### src/rtl/imem_arbiter.sv
// imem_arbiter: shares one combinational instruction-memory port between fetch (priority) and loader (starvation-guarded, lockable bursts); IMEM_ARB_PERF_EN adds perf_if_gnt/perf_ld_gnt/perf_if_stall counters
module imem_arbiter #(
  parameter int ADDR_W = 32,
  parameter int DATA_W = 32,
  parameter int STARVE_MAX = 4
) (
  input  logic              clk,
  input  logic              rst,
  input  logic              if_req,
  input  logic [ADDR_W-1:0] if_addr,
  output logic              if_gnt,
  output logic              if_rvalid,
  output logic [DATA_W-1:0] if_rdata,
  output logic              if_err,
  input  logic              ld_req,
  input  logic              ld_we,
  input  logic              ld_lock,
  input  logic [ADDR_W-1:0] ld_addr,
  input  logic [DATA_W-1:0] ld_wdata,
  output logic              ld_gnt,
  output logic              ld_rvalid,
  output logic [DATA_W-1:0] ld_rdata,
  output logic              mem_ce,
  output logic              mem_we,
  output logic [ADDR_W-1:0] mem_addr,
  output logic [DATA_W-1:0] mem_wdata,
  input  logic [DATA_W-1:0] mem_rdata
`ifdef IMEM_ARB_PERF_EN
  ,
  output logic [31:0]       perf_if_gnt,
  output logic [31:0]       perf_ld_gnt,
  output logic [31:0]       perf_if_stall
`endif
);
  typedef enum logic [1:0] {ARB_IDLE, ARB_FETCH, ARB_LOAD, ARB_LOCK} state_t;
  state_t state, state_nx;
  logic [3:0] starve_cnt, starve_nx;
  logic locked, ld_wins, if_mis;
  always_comb begin
    locked = state == ARB_LOCK && ld_lock;
    ld_wins = ld_req && (locked || !if_req || starve_cnt == 4'(STARVE_MAX));
    ld_gnt = !rst && ld_wins;
    if_gnt = !rst && if_req && !ld_wins && !locked;
    if_mis = if_addr[1:0] != 2'b00;
    mem_ce = ld_gnt || (if_gnt && !if_mis);
    mem_we = ld_gnt && ld_we;
    mem_addr = ld_gnt ? ld_addr : if_gnt ? if_addr : '0;
    mem_wdata = ld_gnt ? ld_wdata : '0;
    state_nx = (locked || (ld_gnt && ld_lock)) ? ARB_LOCK : ld_gnt ? ARB_LOAD : if_gnt ? ARB_FETCH : ARB_IDLE;
    starve_nx = (ld_gnt || !ld_req) ? 4'd0 : (if_gnt && starve_cnt != 4'(STARVE_MAX)) ? starve_cnt + 4'd1 : starve_cnt;
  end
  always_ff @(posedge clk) begin
    if (rst) begin
      state <= ARB_IDLE;
      starve_cnt <= '0;
      if_rvalid <= 1'b0;
      if_err <= 1'b0;
      if_rdata <= '0;
      ld_rvalid <= 1'b0;
      ld_rdata <= '0;
    end else begin
      state <= state_nx;
      starve_cnt <= starve_nx;
      if_rvalid <= if_gnt;
      if_err <= if_gnt && if_mis;
      ld_rvalid <= ld_gnt;
      if (if_gnt) if_rdata <= if_mis ? '0 : mem_rdata;
      if (ld_gnt) ld_rdata <= ld_we ? '0 : mem_rdata;
    end
  end
`ifdef IMEM_ARB_PERF_EN
  always_ff @(posedge clk) begin
    if (rst) begin
      perf_if_gnt <= '0;
      perf_ld_gnt <= '0;
      perf_if_stall <= '0;
    end else begin
      perf_if_gnt <= perf_if_gnt + 32'(if_gnt);
      perf_ld_gnt <= perf_ld_gnt + 32'(ld_gnt);
      perf_if_stall <= perf_if_stall + 32'(if_req && !if_gnt);
    end
  end
`endif
endmodule

### config.mk
export PLATFORM = sky130hd
export DESIGN_NAME = imem_arbiter
export DESIGN_NICKNAME = d
export VERILOG_FILES = /design/src/rtl/imem_arbiter.sv
export SDC_FILE = /design/constraint.sdc
export NUM_CORES = 1
export LEC_CHECK = 0
export CAP_MARGIN = 20
export CORE_ASPECT_RATIO = 0.75
export CORE_UTILIZATION = 36
export CTS_CLUSTER_DIAMETER = 200
export DETAILED_ROUTE_END_ITERATION = 8
export PLACE_DENSITY = 0.82
export SETUP_SLACK_MARGIN = 0.2
export SYNTH_ARGS = -nofsm -noshare
export SYNTH_HDL_FRONTEND = slang
export SYNTH_SLANG_ARGS = --single-unit
### constraint.sdc
create_clock -name clk -period 2.71 [get_ports clk]
set_input_delay 0.813 -clock clk [delete_from_list [all_inputs] [get_ports clk]]
set_output_delay 0.813 -clock clk [all_outputs]
set_load 0.05 [all_outputs]
# == Yosys cells after proc, flatten, opt, wreduce, memory -nomap -nowiden ==
# Cells that the tools add are included.
# totals
wordCells,43
ff_bits,73
input_bits,134
out_inout_bits,135
# classes
mux,8
n_eq_ne,3
n_addsub,1
n_reduce_logical,24
# op_table
operator,count
32-bit 2-to-1 mux,5
1-bit logical AND,11
1-bit zero test,6
1-bit logical OR,5
"4-bit by 1-bit adder with 4-bit output, second input constant",1
"4-bit by 3-bit equality test with 1-bit output, second input constant",1
2-bit 2-to-1 mux,2
"4-bit by 3-bit != test with 1-bit output, second input constant",1
"2-bit equality test, second input constant",1
2-bit nonzero test,1
2-bit OR reduction,1
1-bit 2-to-1 mux,1

# == Longest topological paths before layout ==
# Gate-level depths: netlist of run 1.
# logic_depth
depth_word,11
mapped_depth,8
depth_no_buf,5

# == Worst setup path before layout of run 1 ==
# No wires, ideal clock.
# synth_timing
path_type,input-to-output
from,input port if_req
to,output port mem_ce
path_stages,6
n_path_buf,3
arrival_ps,2238
required_ps,1897
setup_slack_ps,-341
cell_sequence,nand2b_1 > buf_2 > and3_4 > buf_6 > buf_6 > o21ai_1
# synth_between
elab_chain_len,9
word_cells_on_any_way,11
cone_classes,11 x reduce/logical
# synth_lines
element,line,text
start: declaration,9,"input logic if_req,"
1-bit zero test,41,ld_wins = ld_req && (locked || !if_req || starve_cnt == 4'(STARVE_MAX));
1-bit logical OR (2 in a row),41,
1-bit logical AND,41,
1-bit zero test,43,if_gnt = !rst && if_req && !ld_wins && !locked;
1-bit logical AND (2 in a row),43,
1-bit logical AND,45,mem_ce = ld_gnt || (if_gnt && !if_mis);
1-bit logical OR (*),45,
end: declaration,23,"output logic mem_ce,"
# Mark *: on every way between the ends. The rest lies on a longest branch, timed or not.

# == Worst setup path in the final report of run 1 ==
# layout_timing
from,input port ld_req
to,output port mem_addr[28]
# layout_between
elab_chain_len,6
word_cells_on_any_way,7
cone_classes,2 x mux; 5 x reduce/logical
# layout_lines
element,line,text
start: declaration,15,"input logic ld_req,"
1-bit logical AND (*),41,
1-bit zero test,43,
1-bit logical AND (2 in a row),43,
32-bit 2-to-1 mux,47,mem_addr = ld_gnt ? ld_addr : if_gnt ? if_addr : '0;
32-bit 2-to-1 mux (*),47,
end: declaration,25,"output logic [ADDR_W-1:0] mem_addr,"
# Marks and branches as above.

==> out/summary.json, run 1 <==
{
  "run_status": {
    "run_status": "finished with violations",
    "violations_in_the_final_reports": "setup timing"
  },
  "setup_path": {
    "crit_required_ns": 1.90,
    "timing.critical_path.max_delay_family": "buffers and inverters",
    "critical_path.startpoint_type": "input port",
    "crit_path_frequent_cell": "sky130_fd_sc_hd__buf_12",
    "crit_type": "in2out",
    "cpMaxStageDelayCell": "sky130_fd_sc_hd__a22o_4",
    "critical_path_cell_by_cell": "buf_6 -> buf_8 -> buf_12 -> nand2b_4 -> a31oi_4 -> buf_6 -> buf_6 -> buf_12 -> buf_12 -> buf_8 -> a22o_4 -> buf_12",
    "critPathMaxFanout": 6,
    "cp.buffers_inverters": 9,
    "worst-endpoint-arrival_ns": 2.33,
    "timing.critical_path.slowest_cell_delay_ns": 0.25,
    "type_of_destination_of_the_critical_path": "output port"
  },
  "cts": {
    "h-tree-depth": 3,
    "clock-root-buffer": "sky130_fd_sc_hd__clkbuf_16",
    "cts_buffers": 9,
    "tritoncts": "done",
    "clkSinkCount": 73,
    "worst_setup_hold_path_clk_slew_ns": 0.06,
    "quantity_of_hold_fixing_buffers_added_after_cts": 0,
    "cts_max_path_buffers": 2,
    "worst_skew_pair.late_latency_ns": 0.33
  },
  "finish": {
    "layout-drive-gt1-share": 0.357,
    "ff_latch_area_um2": 1460,
    "design.final.nets": 845,
    "layout.cells.most_common": "sky130_fd_sc_hd__clkdlybuf4s50_1",
    "fillerInstances": 548,
    "antenna-diode-count": 0,
    "most-common-layout-cells": "sky130_fd_sc_hd__clkdlybuf4s50_1 (195), sky130_fd_sc_hd__buf_12 (78), sky130_fd_sc_hd__dfxtp_1 (72)",
    "multiInputGateArea_um2": 2290,
    "layout-area-overhead-vs-synth_pct": 124,
    "final_core_utilization": 0.838
  },
  "sta": {
    "timing_max_transition_violations_final": 0,
    "final.setup.tns_ns": -22.94,
    "setup_viol": 68,
    "fin_worst_skew_ns": 0.00906,
    "fmax_mhz": 319,
    "setup_slack_ns": -0.430,
    "timing.final.crit_share": 1.16,
    "rsz_0062_raised_after_global_routing": "yes",
    "worst_slew_pin_slew_ns": 0.827,
    "post-route-min-period_ns": 3.14,
    "slew_headroom": 0.449,
    "final-hold-violation-count": 0
  },
  "place": {
    "hpwlAfterDp_mm": 13.5,
    "pre_cts_slack_ns": -0.574,
    "routabilityCongestion": 0.821,
    "port_buffers": 268
  },
  "power_and_ir_drop": {
    "peakVddDrop_mv": 0.415,
    "netSwitchingPower_uw": 1060,
    "power_frac_clock": 0.338,
    "power.share.combinational": 0.337,
    "sequentialPowerShare": 0.324,
    "power-per-cell-area_nw_per_um2": 398,
    "p_int_uw": 2420,
    "cellLeakagePower_uw": 0.00359,
    "power.switching_fraction": 0.304,
    "total_power_uw": 3470
  },
  "yosys": {
    "synth_fp_nets": 548,
    "dominantRegCellSynth": "sky130_fd_sc_hd__dfxtp_1",
    "ys_seq_elements": 73,
    "yosysUniqueCellTypes": 32,
    "synth.yosys.seq_area_share": 0.376,
    "post_synth.cell_area_avg_um2": 9.44,
    "yosysWarnings": 0,
    "syn-instance-count": 412,
    "yosysTopAreaCellShare": 0.376,
    "yosysTopAreaCell": "sky130_fd_sc_hd__dfxtp_1",
    "async_flop_share": 0,
    "cell_area_synth_um2": 3890,
    "synth_area_leaders": "sky130_fd_sc_hd__dfxtp_1 (38%), sky130_fd_sc_hd__o41ai_2 (12%), sky130_fd_sc_hd__a22o_1 (7.2%), sky130_fd_sc_hd__o32ai_1 (7.2%), sky130_fd_sc_hd__inv_1 (6.6%)",
    "synth_edf_count": 0
  },
  "grt": {
    "grt_antenna_before_repair": 3,
    "grt_pass1_vias": 4600,
    "gr-total-overflow": 0,
    "grt_util_all_layers": 0.346,
    "global_route_wire_length_before_repair_mm": 28.5,
    "grt_max_degree": 68
  },
  "floorplanning": {
    "start_util": 0.374,
    "die_area_um2": 11200,
    "rows": 32,
    "die_h_um": 92.0,
    "die_w_um": 122,
    "floorplan.core_area_um2": 10400,
    "num_io_pins": 269
  },
  "route": {
    "detail-route-antenna-nets": 0,
    "dr_total_vias": 4688,
    "dr.first_iter.drc_count": 331,
    "route.final.wire_length_mm": 20.9,
    "dr_wl_cell_um": 24.7,
    "firstDrtPassIters": 5,
    "detail_route.drc_violations": 0,
    "vias_per_cell": 5.53
  },
  "min_path": {
    "holdCritPathClass": "reg2reg"
  },
  "run": {
    "max_cap_viol_count": 0
  }
}
final timing paths:
kind,start,endpoint,slack (ns),cells past startpoint
worst max register to register,starve_cnt[0],ld_rdata[23],0.43,11
worst max-delay path,ld_req,mem_addr[28],-0.43,12
worst min register to register,starve_cnt[0],starve_cnt[0],0.45,1
worst min-delay path,starve_cnt[0],starve_cnt[0],0.45,1
final cells by class:
class	instances	area share
Clock buffer	11	0.0278
Clock inverter	3	0.00487
Inverter	68	0.0292
Multi-Input combinational cell	224	0.263
Sequential cell	73	0.168
Tap cell	136	0.0195
Timing Repair Buffer	333	0.488
cell families (layout without fill, tap and decap cells):
family | Yosys count | in the layout | synth area share
AOI/OAI and AO/OA | 103 | 103 | 0.285
DFF | 73 | 73 | 0.376
and+or+nand+nor | 117 | 117 | 0.193
xor gates and xnor gates | 2 | 2 | 0.00450
buffers and inverters | 115 | 415 | 0.135
adders and majority gates | 2 | 2 | 0.00643
power by group through the flow:
| stage | logic (µW) | clock network [µW] | registers [µW] |
|---|---|---|---|
| 6_report | 1170 | 1180 | 1130 |
| 5_1_grt | 1200 | 1240 | 1130 |
| 4_1_cts | 1130 | 1180 | 1120 |
| 3_5_place_dp | 1060 | 0 | 1150 |
| 3_3_place_gp | 1050 | 0 | 1150 |
| 2_1_floorplan | 426 | 0 | 1250 |
layer usage:
metal | vias to the layer above | share of wire | global-route usage | wire length (µm)
met5 | - | 0.0015 | 0 | 31
met4 | 6 | 0.029 | 0.0915 | 602
li1 | 2089 | - | - | -
met1 | 2290 | 0.40 | 0.431 | 8380
met2 | 251 | 0.48 | 0.573 | 10100
met3 | 52 | 0.088 | 0.109 | 1840
synthesized netlist by cell type, types with 2 or more instances:
cell type                  count
sky130_fd_sc_hd__inv_1        68
sky130_fd_sc_hd__and3_1        2
sky130_fd_sc_hd__buf_6        10
sky130_fd_sc_hd__buf_2        10
sky130_fd_sc_hd__clkbuf_1     21
sky130_fd_sc_hd__o41ai_1       4
sky130_fd_sc_hd__ha_1          2
sky130_fd_sc_hd__o41ai_2      28
sky130_fd_sc_hd__a22o_1       32
sky130_fd_sc_hd__buf_4         2
sky130_fd_sc_hd__o32ai_1      32
sky130_fd_sc_hd__buf_1         4
sky130_fd_sc_hd__nand3_1       3
sky130_fd_sc_hd__nor2_1        6
sky130_fd_sc_hd__nor2b_1      34
sky130_fd_sc_hd__dfxtp_1      73
sky130_fd_sc_hd__nand4_1      33
sky130_fd_sc_hd__and2_1       33
sky130_fd_sc_hd__a21oi_1       2
stage by stage:
step                      std cells  hold slack, ns  instance area, µm²
after global routing            848           0.460                8730
final                           848           0.447                8730
after CTS                       837           0.456                8540
after detailed placement        794           0.449                7800
after floorplan                 412           0.430                4340
after global placement          794           0.442                7800
repair_timing:
item,CTS,global route
buffers inserted,22,6
setup endpoints to repair,101,68
pin swaps,4,7
cloned,7,5
gates resized for setup,41,5
flip-flops by register name, indices dropped and copies added (netlist names):
name        cells
ld_rvalid       1
state           2
starve_cnt      4
if_err          1
if_rdata       32
ld_rdata       32
if_rvalid       1
Note: power is estimated with default switching activity, not from simulation.
==> run 2, diff against run 1 <==
--- a/config.mk
+++ b/config.mk
@@ -7,6 +7,7 @@
 export LEC_CHECK = 0
 export CAP_MARGIN = 20
 export CORE_ASPECT_RATIO = 0.75
+export CORE_MARGIN = 2
 export CORE_UTILIZATION = 36
 export CTS_CLUSTER_DIAMETER = 200
 export DETAILED_ROUTE_END_ITERATION = 8
==> run 2 against run 1 <==
The run still ends with setup timing left. Highest routed layer unchanged. Critical path depth down 3. Largest power group unchanged. Sequential power is essentially flat. Final cell count fell by 1.7%.
==> out/summary.json, run 2 (same netlist as run 1, synthesis figures left out) <==
{
  "route": {
    "firstDrtPassIters": {"value": 5, "change": "unchanged"},
    "detail_route.wirelength.met1": {"value": 7.73, "unit": "mm", "change": "-7.7%"},
    "vias_per_cell": {"value": 5.46, "change": "-1.3%"},
    "detail_route.drc_violations": {"value": 0, "change": "unchanged"},
    "dr_wl_cell": {"value": 23.6, "unit": "µm", "change": "-4.5%"},
    "detail-route-antenna-nets": {"value": 0, "change": "unchanged"},
    "dr.first_iter.drc_count": {"value": 250, "change": "-24%"},
    "dr_total_vias": {"value": 4551, "change": "-2.9%"},
    "met3RoutedLength": {"value": 1.58, "unit": "mm", "change": "-14%"},
    "highest-signal-layer": "met5",
    "wl_met2": {"value": 9.76, "unit": "mm", "change": "-3.1%"},
    "route.final.wire_length": {"value": 19.6, "unit": "mm", "change": "-6.1%"}
  },
  "setup_path": {
    "timing.critical_path.max_delay_family": "buffers and inverters",
    "critical_path.startpoint_type": "input port",
    "reg2reg_to": "ld_rdata[31]",
    "crit_type": "in2out",
    "type_of_destination_of_the_critical_path": "output port",
    "worst-endpoint-arrival": {"value": 2.16, "unit": "ns", "change": "-0.17 ns"},
    "critical_path_cell_by_cell": "buf_6 -> buf_8 -> nand4b_4 -> buf_6 -> buf_6 -> and3_4 -> buf_12 -> a22o_4 -> buf_12",
    "reg2reg_setup_slack": {"value": 0.54, "unit": "ns", "change": "+0.11 ns"},
    "timing.critical_path.slowest_cell_delay": {"value": 0.24, "unit": "ns", "change": "about the same"},
    "cp.buffers_inverters": {"value": 6, "change": "-3"},
    "cpMaxStageDelayCell": "sky130_fd_sc_hd__a22o_4",
    "crit_required": {"value": 1.90, "unit": "ns", "change": "about the same"},
    "critPathMaxFanout": {"value": 6, "change": "unchanged"},
    "rr_worst_depth": {"value": 10, "change": "-1"},
    "crit_path_frequent_cell": "sky130_fd_sc_hd__buf_6",
    "worstReg2RegStart": "starve_cnt[0]"
  },
  "place": {
    "port_buffers": {"value": 268, "change": "unchanged"},
    "pre_cts_slack": {"value": -0.582, "unit": "ns", "change": "-0.00794 ns"},
    "hpwlAfterDp": {"value": 13.4, "unit": "mm", "change": "-0.90%"},
    "routabilityCongestion": {"value": 0.868, "change": "+5.7%"},
    "place_inst": {"value": 792, "change": "-0.25%"},
    "placed_cell_area": {"value": 7760, "unit": "µm²", "change": "-0.51%"}
  },
  "floorplanning": {
    "rows": {"value": 32, "change": "unchanged"},
    "die_area": {"value": 11700, "unit": "µm²", "change": "+3.8%"},
    "floorplan.core_area": {"value": 10400, "unit": "µm²", "change": "unchanged"},
    "start_util": {"value": 0.374, "change": "unchanged"},
    "die_w": {"value": 124, "unit": "µm", "change": "+1.6%"},
    "num_io_pins": {"value": 269, "change": "unchanged"},
    "die_h": {"value": 94.0, "unit": "µm", "change": "+2.2%"}
  },
  "sta": {
    "slew_headroom": {"value": 0.431, "change": "-0.0175"},
    "timing_max_transition_violations_final": {"value": 0, "change": "unchanged"},
    "post-route-min-period": {"value": 2.97, "unit": "ns", "change": "-0.171 ns"},
    "setup_viol": {"value": 68, "change": "unchanged"},
    "rsz_0062_raised_after_global_routing": "yes",
    "setup_slack": {"value": -0.259, "unit": "ns", "change": "+0.171 ns"},
    "fin_worst_skew": {"value": 0.00591, "unit": "ns", "change": "-0.00315 ns"},
    "final-hold-violation-count": {"value": 0, "change": "unchanged"},
    "fmax": {"value": 337, "unit": "MHz", "change": "+5.7%"},
    "worst_slew_pin_slew": {"value": 0.854, "unit": "ns", "change": "+0.0263 ns"},
    "timing.final.crit_share": {"value": 1.10, "change": "-0.0629"}
  },
  "min_path": {
    "min-delay-start": "starve_cnt[0]",
    "hold_path_depth": {"value": 1, "change": "unchanged"},
    "worstHoldEndpoint": "starve_cnt[0]",
    "holdCritPathClass": "reg2reg"
  },
  "cts": {
    "worst_setup_hold_path_clk_slew": {"value": 0.06, "unit": "ns", "change": "about the same"},
    "clock-root-buffer": "sky130_fd_sc_hd__clkbuf_16",
    "tritoncts": "done",
    "cts_buffers": {"value": 9, "change": "unchanged"},
    "clkSinkCount": {"value": 73, "change": "unchanged"},
    "quantity_of_hold_fixing_buffers_added_after_cts": {"value": 0, "change": "unchanged"},
    "h-tree-depth": {"value": 3, "change": "unchanged"},
    "worst_skew_pair.late_latency": {"value": 0.33, "unit": "ns", "change": "about the same"},
    "cts_max_path_buffers": {"value": 2, "change": "unchanged"}
  },
  "power_and_ir_drop": {
    "total_power": {"value": 3510, "unit": "µW", "change": "+1.1%"},
    "peakVddDrop": {"value": 0.317, "unit": "mV", "change": "-24%"},
    "cellLeakagePower": {"value": 0.00351, "unit": "µW", "change": "-2.0%"},
    "p_int": {"value": 2470, "unit": "µW", "change": "+2.2%"},
    "power_frac_clock": {"value": 0.354, "change": "+0.016"},
    "sequentialPowerShare": {"value": 0.321, "change": "-0.003"},
    "power.switching_fraction": {"value": 0.297, "change": "-0.00728"},
    "power.share.combinational": {"value": 0.325, "change": "-0.012"},
    "netSwitchingPower": {"value": 1040, "unit": "µW", "change": "-1.3%"},
    "power-per-cell-area": {"value": 408, "unit": "nW/µm²", "change": "+2.5%"}
  },
  "grt": {
    "gr-total-overflow": {"value": 0, "change": "unchanged"},
    "grt_antenna_before_repair": {"value": 2, "change": "-1"},
    "global_route_wire_length_before_repair": {"value": 28.5, "unit": "mm", "change": "+0.19%"},
    "grt_max_degree": {"value": 67, "change": "-1.5%"},
    "grt_pass1_vias": {"value": 4641, "change": "+0.89%"},
    "grt_util_all_layers": {"value": 0.332, "change": "-0.0141"}
  },
  "finish": {
    "most-common-layout-cells": "sky130_fd_sc_hd__clkdlybuf4s50_1 (195), sky130_fd_sc_hd__buf_12 (76), sky130_fd_sc_hd__dfxtp_1 (72)",
    "fillerInstances": {"value": 597, "change": "+8.9%"},
    "design_area": {"value": 8610, "unit": "µm²", "change": "-1.4%"},
    "design.final.nets": {"value": 828, "change": "-2.0%"},
    "layout-drive-gt1-share": {"value": 0.346, "change": "-0.0110"},
    "final_core_utilization": {"value": 0.827, "change": "-0.0117"},
    "layout-area-overhead-vs-synth_pct": 121,
    "layout.cells.most_common": "sky130_fd_sc_hd__clkdlybuf4s50_1",
    "post_layout_nonfiller_instances": {"value": 834, "change": "-1.7%"},
    "largest_registers_ranked_by_flip_flop_count": "if_rdata x32, ld_rdata x32, starve_cnt x4"
  },
  "run": {
    "max_cap_viol_count": {"value": 0, "change": "unchanged"}
  },
  "run_status": {
    "violations_in_the_final_reports": "setup timing",
    "run_status": "finished with violations"
  }
}
run 2: cell count changes in the layout (fill, tap and decap cells not counted), sizes merged:
cell and change:
buf -14, clkbuf -2, bufbuf +1, clkinv -1, diode +1, inv +1
run 2: final cells by class:
class | count | area [µm²] | share of cell area
Sequential cell | 73 | 1460 | 0.170
Multi-Input combinational cell | 224 | 2300 | 0.267
Clock buffer | 13 | 270 | 0.0314
Inverter | 68 | 255 | 0.0297
Antenna cell | 1 | 2.50 | 0.000291
Timing Repair Buffer | 316 | 4100 | 0.476
Tap cell | 136 | 170 | 0.0198
Clock inverter | 3 | 46.3 | 0.00538
run 2: timing repair:
action                                  CTS  global route
resized for setup                        46             2
setup buffers                            14             0
pin swaps                                12             1
gates cloned                             10             1
hold endpoints to repair                  0             0
endpoints found under the setup margin  101            68
run 2: how the worst max path moves through the flow:
stage | from | to | slack [ns] | cells past startpoint
final | ld_req | mem_addr[3] | -0.26 | 9
after global routing | ld_req | mem_wdata[0] | -0.28 | 10
after global placement | ld_req | mem_wdata[13] | -0.54 | 7
after detailed placement | ld_req | mem_wdata[13] | -0.58 | 7
after floorplan | if_req | mem_ce | 0.07 | 6
after CTS | ld_req | mem_addr[3] | -0.24 | 9
run 2: metal layers:
metal	vias up	global-route usage
li1	2052	-
met1	2239	0.398
met2	212	0.583
met3	46	0.0916
met4	2	0.0852
met5	-	0
run 2: power by group through the flow:
stage                     Combinational [µW]  Sequential [µW]  Clock (µW)
after global placement                  1040             1150           0
after detailed placement                1060             1150           0
after CTS                               1130             1120        1260
final                                   1140             1130        1240
after floorplan                          426             1250           0
after global routing                    1180             1130        1310
run 2: through the flow:
| stage | hold slack, ns | setup TNS (ns) |
|---|---|---|
| 6_report | 0.440 | -14.46 |
| 4_1_cts | 0.436 | -13.14 |
| 3_3_place_gp | 0.442 | -38.68 |
| 5_1_grt | 0.450 | -17.00 |
| 3_5_place_dp | 0.450 | -43.39 |
| 2_1_floorplan | 0.430 | 0 |
==> run 3, diff against run 2 <==
--- a/config.mk
+++ b/config.mk
@@ -11,6 +11,7 @@
 export CORE_UTILIZATION = 36
 export CTS_CLUSTER_DIAMETER = 200
 export DETAILED_ROUTE_END_ITERATION = 8
+export HOLD_SLACK_MARGIN = 0.02
 export PLACE_DENSITY = 0.82
 export SETUP_SLACK_MARGIN = 0.2
 export SYNTH_ARGS = -nofsm -noshare
==> results of run 3 <==
Same layout as run 2: the final DEF is identical, and so are final timing and power.
